==> config.mk <==
export PLATFORM = sky130hd
export DESIGN_NAME = spi_master
export DESIGN_NICKNAME = d
export VERILOG_FILES = /design/src/rtl/spi_pkg.sv /design/src/rtl/spi_master_timer.sv /design/src/rtl/spi_master.sv
export SDC_FILE = /design/constraint.sdc
export NUM_CORES = 1
export LEC_CHECK = 0
export CAP_MARGIN = 40
export CORE_ASPECT_RATIO = 1.2
export CORE_MARGIN = 2
export CORE_UTILIZATION = 55
export CTS_CLUSTER_SIZE = 25
export DETAILED_ROUTE_END_ITERATION = 10
export GPL_ROUTABILITY_DRIVEN = 0
export PLACE_DENSITY = 0.8
export SLEW_MARGIN = 40
export SYNTH_ARGS = -nofsm -noshare
export SYNTH_HDL_FRONTEND = slang
export SYNTH_HIERARCHICAL = 1
export SYNTH_SLANG_ARGS = --single-unit
==> constraint.sdc <==
create_clock -name clk -period 3.2 [get_ports clk]
set_input_delay 0.64 -clock clk [delete_from_list [all_inputs] [get_ports clk]]
set_output_delay 0.64 -clock clk [all_outputs]
set_load 0.005 [all_outputs]
==> src/rtl/spi_pkg.sv <==
// Shared types and constants for the SPI master: FSM states, mode encodings, default width.
package spi_pkg;

  typedef enum logic [1:0] {IDLE, SETUP, XFER, HOLD} spi_state_t;

  // {CPOL, CPHA}
  localparam logic [1:0] MODE0 = 2'b00;
  localparam logic [1:0] MODE1 = 2'b01;
  localparam logic [1:0] MODE2 = 2'b10;
  localparam logic [1:0] MODE3 = 2'b11;

  localparam int SPI_DATA_W = 8;

endpackage

==> src/rtl/spi_master_timer.sv <==
// Half-period divider: counts enabled cycles 0..div and flags the last one with tick.
module spi_master_timer #(
  parameter int DIV_W = 8
) (
  input  logic             clk,
  input  logic             rst,
  input  logic             ena,
  input  logic             clr,
  input  logic [DIV_W-1:0] div,
  output logic             tick
);

  logic [DIV_W-1:0] cnt;

  // Wrapping at div (not at 2^DIV_W) lets div = max give a full 2^DIV_W period.
  assign tick = (cnt == div);

  always_ff @(posedge clk or negedge rst) begin
    if (!rst) begin
      cnt <= '0;
    end else if (ena) begin
      if (clr || tick) cnt <= '0;
      else             cnt <= cnt + 1'b1;
    end
  end

endmodule

==> src/rtl/spi_master.sv <==
// Byte-wide SPI bus master, all four CPOL/CPHA modes, programmable SCK half-period.
//
// state | meaning
// IDLE  | ss high, SCK follows CPOL input, waiting for start
// SETUP | ss low, one half-period before the first SCK edge
// XFER  | 2*DATA_W half-periods, SCK toggles at the start of each
// HOLD  | one half-period with ss still low, then done
module spi_master
  import spi_pkg::*;
#(
  parameter int DIV_W  = 8,
  parameter int DATA_W = SPI_DATA_W
) (
  input  logic              clk,
  input  logic              rst,
  input  logic              ena,
  input  logic              spi_clk_polarity,
  input  logic              spi_clk_phase,
  input  logic [DIV_W-1:0]  div,
  input  logic              start,
  input  logic [DATA_W-1:0] bus_in,
  output logic [DATA_W-1:0] bus_out,
  output logic              busy,
  output logic              done,
  input  logic              spi_in,
  output logic              spi_out,
  output logic              spi_clk,
  output logic              spi_ss
);

  localparam int EDGE_W = $clog2(2*DATA_W) + 1;
  localparam logic [EDGE_W-1:0] LAST_EDGE = EDGE_W'(2*DATA_W);

  spi_state_t        state, state_nx;
  logic [DATA_W-1:0] tx_sr, tx_nx, rx_sr, rx_nx, bus_out_nx;
  logic [DIV_W-1:0]  div_q, div_nx;
  logic [EDGE_W-1:0] edge_cnt, edge_nx, edge_inc;
  logic              cpol_q, cpol_nx, cpha_q, cpha_nx;
  logic              sck_nx, mosi_nx, ss_nx, busy_nx, done_nx;
  logic              tick, tmr_clr, edge_go, lead_sample, sample_now;

  spi_master_timer #(.DIV_W(DIV_W)) u_timer (
    .clk  (clk),
    .rst  (rst),
    .ena  (ena),
    .clr  (tmr_clr),
    .div  (div_q),
    .tick (tick)
  );

  assign edge_inc = edge_cnt + 1'b1;
  assign tmr_clr  = (state == IDLE) || (state_nx != state);

  always_comb begin
    case ({cpol_q, cpha_q})
      MODE0, MODE2: lead_sample = 1'b1;
      MODE1, MODE3: lead_sample = 1'b0;
      default:      lead_sample = 1'b1;
    endcase
  end

  always_comb begin
    state_nx   = state;
    tx_nx      = tx_sr;
    rx_nx      = rx_sr;
    div_nx     = div_q;
    cpol_nx    = cpol_q;
    cpha_nx    = cpha_q;
    edge_nx    = edge_cnt;
    bus_out_nx = bus_out;
    sck_nx     = spi_clk;
    mosi_nx    = spi_out;
    ss_nx      = spi_ss;
    busy_nx    = busy;
    done_nx    = 1'b0;
    edge_go    = 1'b0;
    sample_now = 1'b0;

    case (state)
      IDLE: begin
        sck_nx = spi_clk_polarity;
        if (start) begin
          tx_nx    = bus_in;
          rx_nx    = '0;
          div_nx   = div;
          cpol_nx  = spi_clk_polarity;
          cpha_nx  = spi_clk_phase;
          edge_nx  = '0;
          ss_nx    = 1'b0;
          busy_nx  = 1'b1;
          state_nx = SETUP;
          if (!spi_clk_phase) mosi_nx = bus_in[DATA_W-1];
        end
      end
      SETUP: begin
        if (tick) begin
          state_nx = XFER;
          edge_go  = 1'b1;
        end
      end
      XFER: begin
        if (tick) begin
          if (edge_cnt == LAST_EDGE) state_nx = HOLD;
          else                       edge_go  = 1'b1;
        end
      end
      HOLD: begin
        if (tick) begin
          ss_nx      = 1'b1;
          busy_nx    = 1'b0;
          done_nx    = 1'b1;
          bus_out_nx = rx_sr;
          state_nx   = IDLE;
        end
      end
      default: state_nx = IDLE;
    endcase

    // Odd-numbered edges are leading edges; CPHA picks which parity samples.
    if (edge_go) begin
      edge_nx    = edge_inc;
      sck_nx     = ~spi_clk;
      sample_now = (edge_inc[0] == lead_sample);
      if (sample_now) begin
        rx_nx = {rx_sr[DATA_W-2:0], spi_in};
      end else if (cpha_q) begin
        mosi_nx = tx_sr[DATA_W-1];
        tx_nx   = {tx_sr[DATA_W-2:0], 1'b0};
      end else if (edge_inc != LAST_EDGE) begin
        mosi_nx = tx_sr[DATA_W-2];
        tx_nx   = {tx_sr[DATA_W-2:0], 1'b0};
      end
    end
  end

  always_ff @(posedge clk or negedge rst) begin
    if (!rst) begin
      state    <= IDLE;
      tx_sr    <= '0;
      rx_sr    <= '0;
      div_q    <= '0;
      cpol_q   <= 1'b0;
      cpha_q   <= 1'b0;
      edge_cnt <= '0;
      bus_out  <= '0;
      spi_clk  <= 1'b0;
      spi_out  <= 1'b0;
      spi_ss   <= 1'b1;
      busy     <= 1'b0;
      done     <= 1'b0;
    end else if (ena) begin
      state    <= state_nx;
      tx_sr    <= tx_nx;
      rx_sr    <= rx_nx;
      div_q    <= div_nx;
      cpol_q   <= cpol_nx;
      cpha_q   <= cpha_nx;
      edge_cnt <= edge_nx;
      bus_out  <= bus_out_nx;
      spi_clk  <= sck_nx;
      spi_out  <= mosi_nx;
      spi_ss   <= ss_nx;
      busy     <= busy_nx;
      done     <= done_nx;
    end
  end

endmodule

==> results of run 1 <==
==> worst reg2reg max path, stage by stage, from the launching register on <==
cell     delay, ps
dfrtp_1        420
xnor2_1        210
nand4_1        210
nor2_1         450
nand3_1        220
nor2_1         270
or2b_2         410
a32o_1         280
==> kinds of logic (layout without fill, tap and decap cells) <==
family	count (synthesis)	in the layout	synth area share [%]
simple gates	106	106	18.4
buf+inv	23	61	3.70
mux	10	10	4.02
flops	53	53	48.5
fa+ha+maj	8	8	3.65
compound gates	64	64	16.7
xor+xnor	16	16	5.12
==> sequential cells by signal, indices dropped and copies added (netlist names) <==
register and count:
rx_sr 8, cpha_q 1, u_timer/cnt 8, spi_clk 1, div_q 8, edge_cnt 5
state 2, busy 1, spi_out 1, done 1, bus_out 8, spi_ss 1
tx_sr 8
==> routing by layer <==
layer	up-vias	global-route usage [%]	share of wire [%]
met2	59	38.8	53
li1	1038	-	-
met1	1040	28.0	42
met5	-	0	0
met4	0	8.40	1.6
met3	11	4.57	3.8
==> power groups by stage <==
stage / sequential, mW / combinational [mW] / clock (mW)
global route: 0.984 / 0.907 / 0.431
CTS: 0.965 / 0.808 / 0.410
global placement: 0.974 / 0.772 / 0
finish: 0.966 / 0.805 / 0.396
floorplan: 0.936 / 0.632 / 0
detailed placement: 0.975 / 0.802 / 0
==> synth_stat cells, types with 2 or more instances <==
library cell	instances	area (um^2)
a21o_1	3	22.5
a21oi_1	11	55.1
a22o_1	2	17.5
a31oi_1	2	12.5
and3_1	2	12.5
buf_6	2	22.5
clkbuf_1	9	33.8
dfrtp_1	52	1300
ha_1	8	100
inv_1	12	45.0
mux2_2	8	90.1
mux2i_1	2	20.0
nand2_1	61	229
nand2b_1	2	12.5
nand3_1	9	45.0
nor2_1	13	48.8
nor2b_1	2	12.5
nor3_1	3	15.0
o21ai_0	23	115
o221a_2	7	78.8
o22ai_1	3	18.8
o31ai_1	3	22.5
xnor2_1	10	87.6
xor2_1	6	52.6
==> final cells by class <==
cell class,count,area share (%)
Timing Repair Buffer,41,12.1
Tap cell,60,2.31
Clock inverter,3,0.810
Clock buffer,5,2.12
Sequential cell,53,40.9
Inverter,12,1.39
Multi-Input combinational cell,204,40.4
==> how the worst max path moves through the flow <==
stage / from / to / slack (ps) / depth (start not counted)
floorplan: u_timer/cnt[4]$_DFFE_PN0P_ / tx_sr[0]$_DFFE_PN0P_ / 980 / 9
global placement: ena / tx_sr[2]$_DFFE_PN0P_ / 750 / 7
detailed placement: u_timer/cnt[2]$_DFFE_PN0P_ / tx_sr[0]$_DFFE_PN0P_ / 680 / 7
CTS: u_timer/cnt[2]$_DFFE_PN0P_ / tx_sr[0]$_DFFE_PN0P_ / 670 / 7
global route: u_timer/cnt[6]$_DFFE_PN0P_ / edge_cnt[4]$_DFFE_PN0P_ / 440 / 8
finish: u_timer/cnt[6]$_DFFE_PN0P_ / tx_sr[0]$_DFFE_PN0P_ / 630 / 7
==> run metrics, run 1 <==
status=finished clean; nets@finish=~350; Power, Total=2.17 mW; crit-path leading delay family=simple AND/OR/NAND/NOR gates; Initial Util=56.2%; CP max stage delay=450 ps; largest net degree at the start of global routing=40; Die Ht=between 80 and 90 um; Fin. Hold Viols=0; Antenna Diode Count=0; hold crit path type=in2async; #FFs+latches synth=53; worst setup margin=about 630 ps; post-place setup slack=683 ps; Slew headroom=65.6%; Worst-Margin Slew=514 ps; Post-Syn Area=2740 um^2; RR Startpoint=u_timer/cnt[6]$_DFFE_PN0P_; root buffer cell=clkbuf_8; grt ovf=0; R2R setup slack=630 ps; Sw Ratio=about 37%; endpoint type of the worst setup path=register; CP required=about 3400 ps; number of synthesized flops with an enable pin=0; Routed Wire Length=5770 um; critical path cell sequence=xnor2_1 -> nand4_1 -> nor2_1 -> nand3_1 -> nor2_1 -> or2b_2 -> a32o_1; router iterations before antenna repair=4; Max clock buf depth=2; initial antenna violation count=0; routed vias/inst=5.68; H-tree depth=2; area post-placement=3150 um^2; period utilisation layout=between 80% and 90%; area of the multi-input gates=1310 um^2; TritonCTS clock tree=built; first-pass GRT wire length=approximately 9400 um; PwrDens=668 nW/um^2; die width=68.4 um; dpl cells=370; core area=4870 um^2; vias=2148; YS warnings=6; GRT Util Overall=22.7%; RSZ-0062 raised after global routing=false; syn nets=311; clk_skew=~9.1 ps; hold buffer count at CTS=0; Yosys cell types=49; Pint=approximately 1.4 mW; synthesized instance count=280; Finished Layout Cells=378; post-route minimum period=between 2000 and 3000 ps; fraction of layout cells with a size suffix above 1=12.9%; DR WL/cell=around 15 um; clk sinks=53; Starting DRT DRC Count=124; top_reg_cell synth=dfrtp_1; slowest CP cell=nor2_1; fin. max-slew vios=0; Worst-path clk slew=100 ps; Die ar.=5560 um^2; Register Area=roughly 1300 um^2; worst IR drop on VDD=0.420 mV; row count=28; Bufs and invs on worst path=0; max-cap violation count=0; register area share after synthesis=about half; P_sw=0.806 mW; CP max FO=8; post-cts sizing count=0; Clock Power Share=18.3%; Layout area overhead=18.5%; hold slack final=288 ps; most common cell after layout, fill and taps aside=nand2_1; fraction of registers with async set/reset=between 90% and 100%; Comb power frac=37.1%; setup violation total in the final timing report=0; number of global-route vias before repair=2040; CTS Buf Count=5; postcts setup bufs=0; Critical R2R Capture=tx_sr[0]$_DFFE_PN0P_; cell mode on critical path=nor2_1; Leak=1.43 nW; syn_area_per_cell=9.78 um^2; commonest cells after routing, fill and taps aside=nand2_1, dfrtp_1, clkdlybuf4s50_1; sequential power share=44.6%; crit path DAT=between 2000 and 3000 ps; Setup TNS=0 ps; DP HPWL=4160 um; PortBufs=35; Final Cell Area=roughly 3200 um^2; DR DRC count=0; R2R cell count=7; DRT antenna net count=0; clock latency on the worst-skew pair=310 ps; Final Util=66.6%; FMAX=0.389 GHz; Setup CP Type=reg2reg; crit path launch type=register; I/O pin total=36; Filler cells=413
(Power assumes the default switching activity.)
==> run 2, diff against run 1 <==
--- a/config.mk
+++ b/config.mk
@@ -8,11 +8,11 @@
 export CAP_MARGIN = 40
 export CORE_ASPECT_RATIO = 1.2
 export CORE_MARGIN = 2
-export CORE_UTILIZATION = 55
+export CORE_UTILIZATION = 49
 export CTS_CLUSTER_SIZE = 25
 export DETAILED_ROUTE_END_ITERATION = 10
 export GPL_ROUTABILITY_DRIVEN = 0
-export PLACE_DENSITY = 0.8
+export PLACE_DENSITY = 0.75
 export SLEW_MARGIN = 40
 export SYNTH_ARGS = -nofsm -noshare
 export SYNTH_HDL_FRONTEND = slang
==> constraint.sdc (replaced) <==
create_clock -name clk -period 2.3 [get_ports clk]
set_input_delay 0.46 -clock clk [delete_from_list [all_inputs] [get_ports clk]]
set_output_delay 0.46 -clock clk [all_outputs]
set_load 0.005 [all_outputs]
==> run metrics, run 2 (synthesized netlist as in run 1, its figures left out) <==
grt ovf=0; Leak=approximately 1.5 nW; Worst-path clk slew=100 ps; clk sinks=53; Initial Util=51.3%; Routed Wire Length=5770 um; initial antenna violation count=0; PwrDens=951 nW/um^2; fin. max-slew vios=0; FMAX=0.457 GHz; routed vias/inst=5.60; CP max FO=8; clk_skew=12.2 ps; Max clock buf depth=2; number of global-route vias before repair=~2100; GRT Util Overall=20.2%; hold slack final=127 ps; vias=2184; Starting DRT DRC Count=209; H-tree depth=2; TritonCTS clock tree=built; most common cell after layout, fill and taps aside=nand2_1; CP required=2530 ps; max-cap violation count=0; Die Ht=85.9 um; first-pass GRT wire length=9890 um; Setup CP Type=reg2reg; row count=29; commonest cells after routing, fill and taps aside=nand2_1, dfrtp_1, clkdlybuf4s50_1; core area=between 5000 and 6000 um^2; worst IR drop on VDD=0.531 mV; endpoint type of the worst setup path=register; period utilisation layout=95.1%; PortBufs=35; post-route minimum period=approximately 2200 ps; I/O pin total=36; hold crit path type=in2async; Setup TNS=0 ps; DP HPWL=4130 um; router iterations before antenna repair=4; crit path DAT=2420 ps; Die ar.=6210 um^2; die width=72.3 um; root buffer cell=clkbuf_8; crit path launch type=register; postcts setup bufs=0; nets@finish=~360; Layout area overhead=22.9%; DRT antenna net count=0; CTS Buf Count=5; hold buffer count at CTS=0; fraction of layout cells with a size suffix above 1=16.8%; Worst-Margin Slew=550 ps; Antenna Diode Count=0; DR WL/cell=14.8 um; clock latency on the worst-skew pair=~300 ps; DR DRC count=0; largest net degree at the start of global routing=26; setup violation total in the final timing report=0; Slew headroom=63.3%; status=finished clean; Fin. Hold Viols=0
-- run 2: path summary, 6_finish.rpt --
| kind | slack, ps | cells after the start | startpoint | endpoint |
|---|---|---|---|---|
| setup reg to reg | 110 | 11 | u_timer/cnt[6]$_DFFE_PN0P_ | u_timer/cnt[6]$_DFFE_PN0P_ |
| hold reg to reg | 510 | 2 | div_q[2]$_DFFE_PN0P_ | div_q[2]$_DFFE_PN0P_ |
| max in group asynchronous | 1550 | 2 | rst | bus_out[0]$_DFFE_PN0P_ |
| setup / recovery | 110 | 11 | u_timer/cnt[6]$_DFFE_PN0P_ | u_timer/cnt[6]$_DFFE_PN0P_ |
| min in group clk | 510 | 2 | div_q[2]$_DFFE_PN0P_ | div_q[2]$_DFFE_PN0P_ |
| hold / removal | 130 | 1 | rst | div_q[5]$_DFFE_PN0P_ |
-- run 2: final cells by class --
type / count / area (um^2)
Multi-Input combinational cell: 204 / 1340
Tap cell: 62 / 77.6
Fill cell: 432 / 1970
Clock buffer: 6 / 72.6
Sequential cell: 53 / 1330
Inverter: 12 / 45.0
Clock inverter: 2 / 38.8
Timing Repair Buffer: 51 / 465
-- run 2: per-layer routing --
metal,up-vias,wire [um],share of wire [%],GRT usage (%)
li1,1060,-,-,-
met1,1079,2520,44,25.6
met2,41,3010,52,35.7
met3,4,194,3.4,2.82
met4,0,46,0.80,5.66
met5,-,0,0,0
-- run 2: repair_timing --
action,CTS,global route
gates resized for setup,1,7
endpoints found under the setup margin,6,17
hold endpoints to repair,0,0
pin swaps,0,1
-- run 2: per-stage QoR --
stage / cell area, um^2 / instances / setup WS [ps] / util, % / power [mW]
2_1_floorplan: 2740 / 280 / 77.1 / - / 2.18
3_5_place_dp: 3230 / 382 / 1.88 / 60.5 / 2.52
3_3_place_gp: 3230 / 382 / 64.3 / 60.5 / 2.50
6_report: 3370 / 390 / 113 / 63.1 / 3.20
4_1_cts: 3340 / 390 / 48.2 / 62.6 / 3.16
5_1_grt: 3370 / 390 / -23.3 / 63.1 / 3.43
-- run 2: worst max-delay path, cell delays in order, from the launching register on --
cell and delay, ps:
dfrtp_1 430, xnor2_1 180, nand4_1 200, nor2_4 220, buf_4 160, nor2b_1 70, o22ai_2 120, nand3_1 110
a21oi_1 150, nand2_1 70, o21bai_4 210, a21oi_1 190
-- run 2: power breakdown --
| part | total (mW) | leakage [nW] | internal (mW) | switching, mW |
|---|---|---|---|---|
| Combinational | 1.24 | 0.763 | 0.604 | 0.637 |
| Clock | 0.624 | 0.0554 | 0.327 | 0.297 |
| Sequential | 1.34 | 0.688 | 1.14 | 0.193 |
==> run 3, diff against run 2 <==
--- a/config.mk
+++ b/config.mk
@@ -5,6 +5,7 @@
 export SDC_FILE = /design/constraint.sdc
 export NUM_CORES = 1
 export LEC_CHECK = 0
+export ABC_CLOCK_PERIOD_IN_PS = 2300
 export CAP_MARGIN = 40
 export CORE_ASPECT_RATIO = 1.2
 export CORE_MARGIN = 2
==> results of run 3 <==
The final DEF is identical to that of run 2; final timing and power are the same.
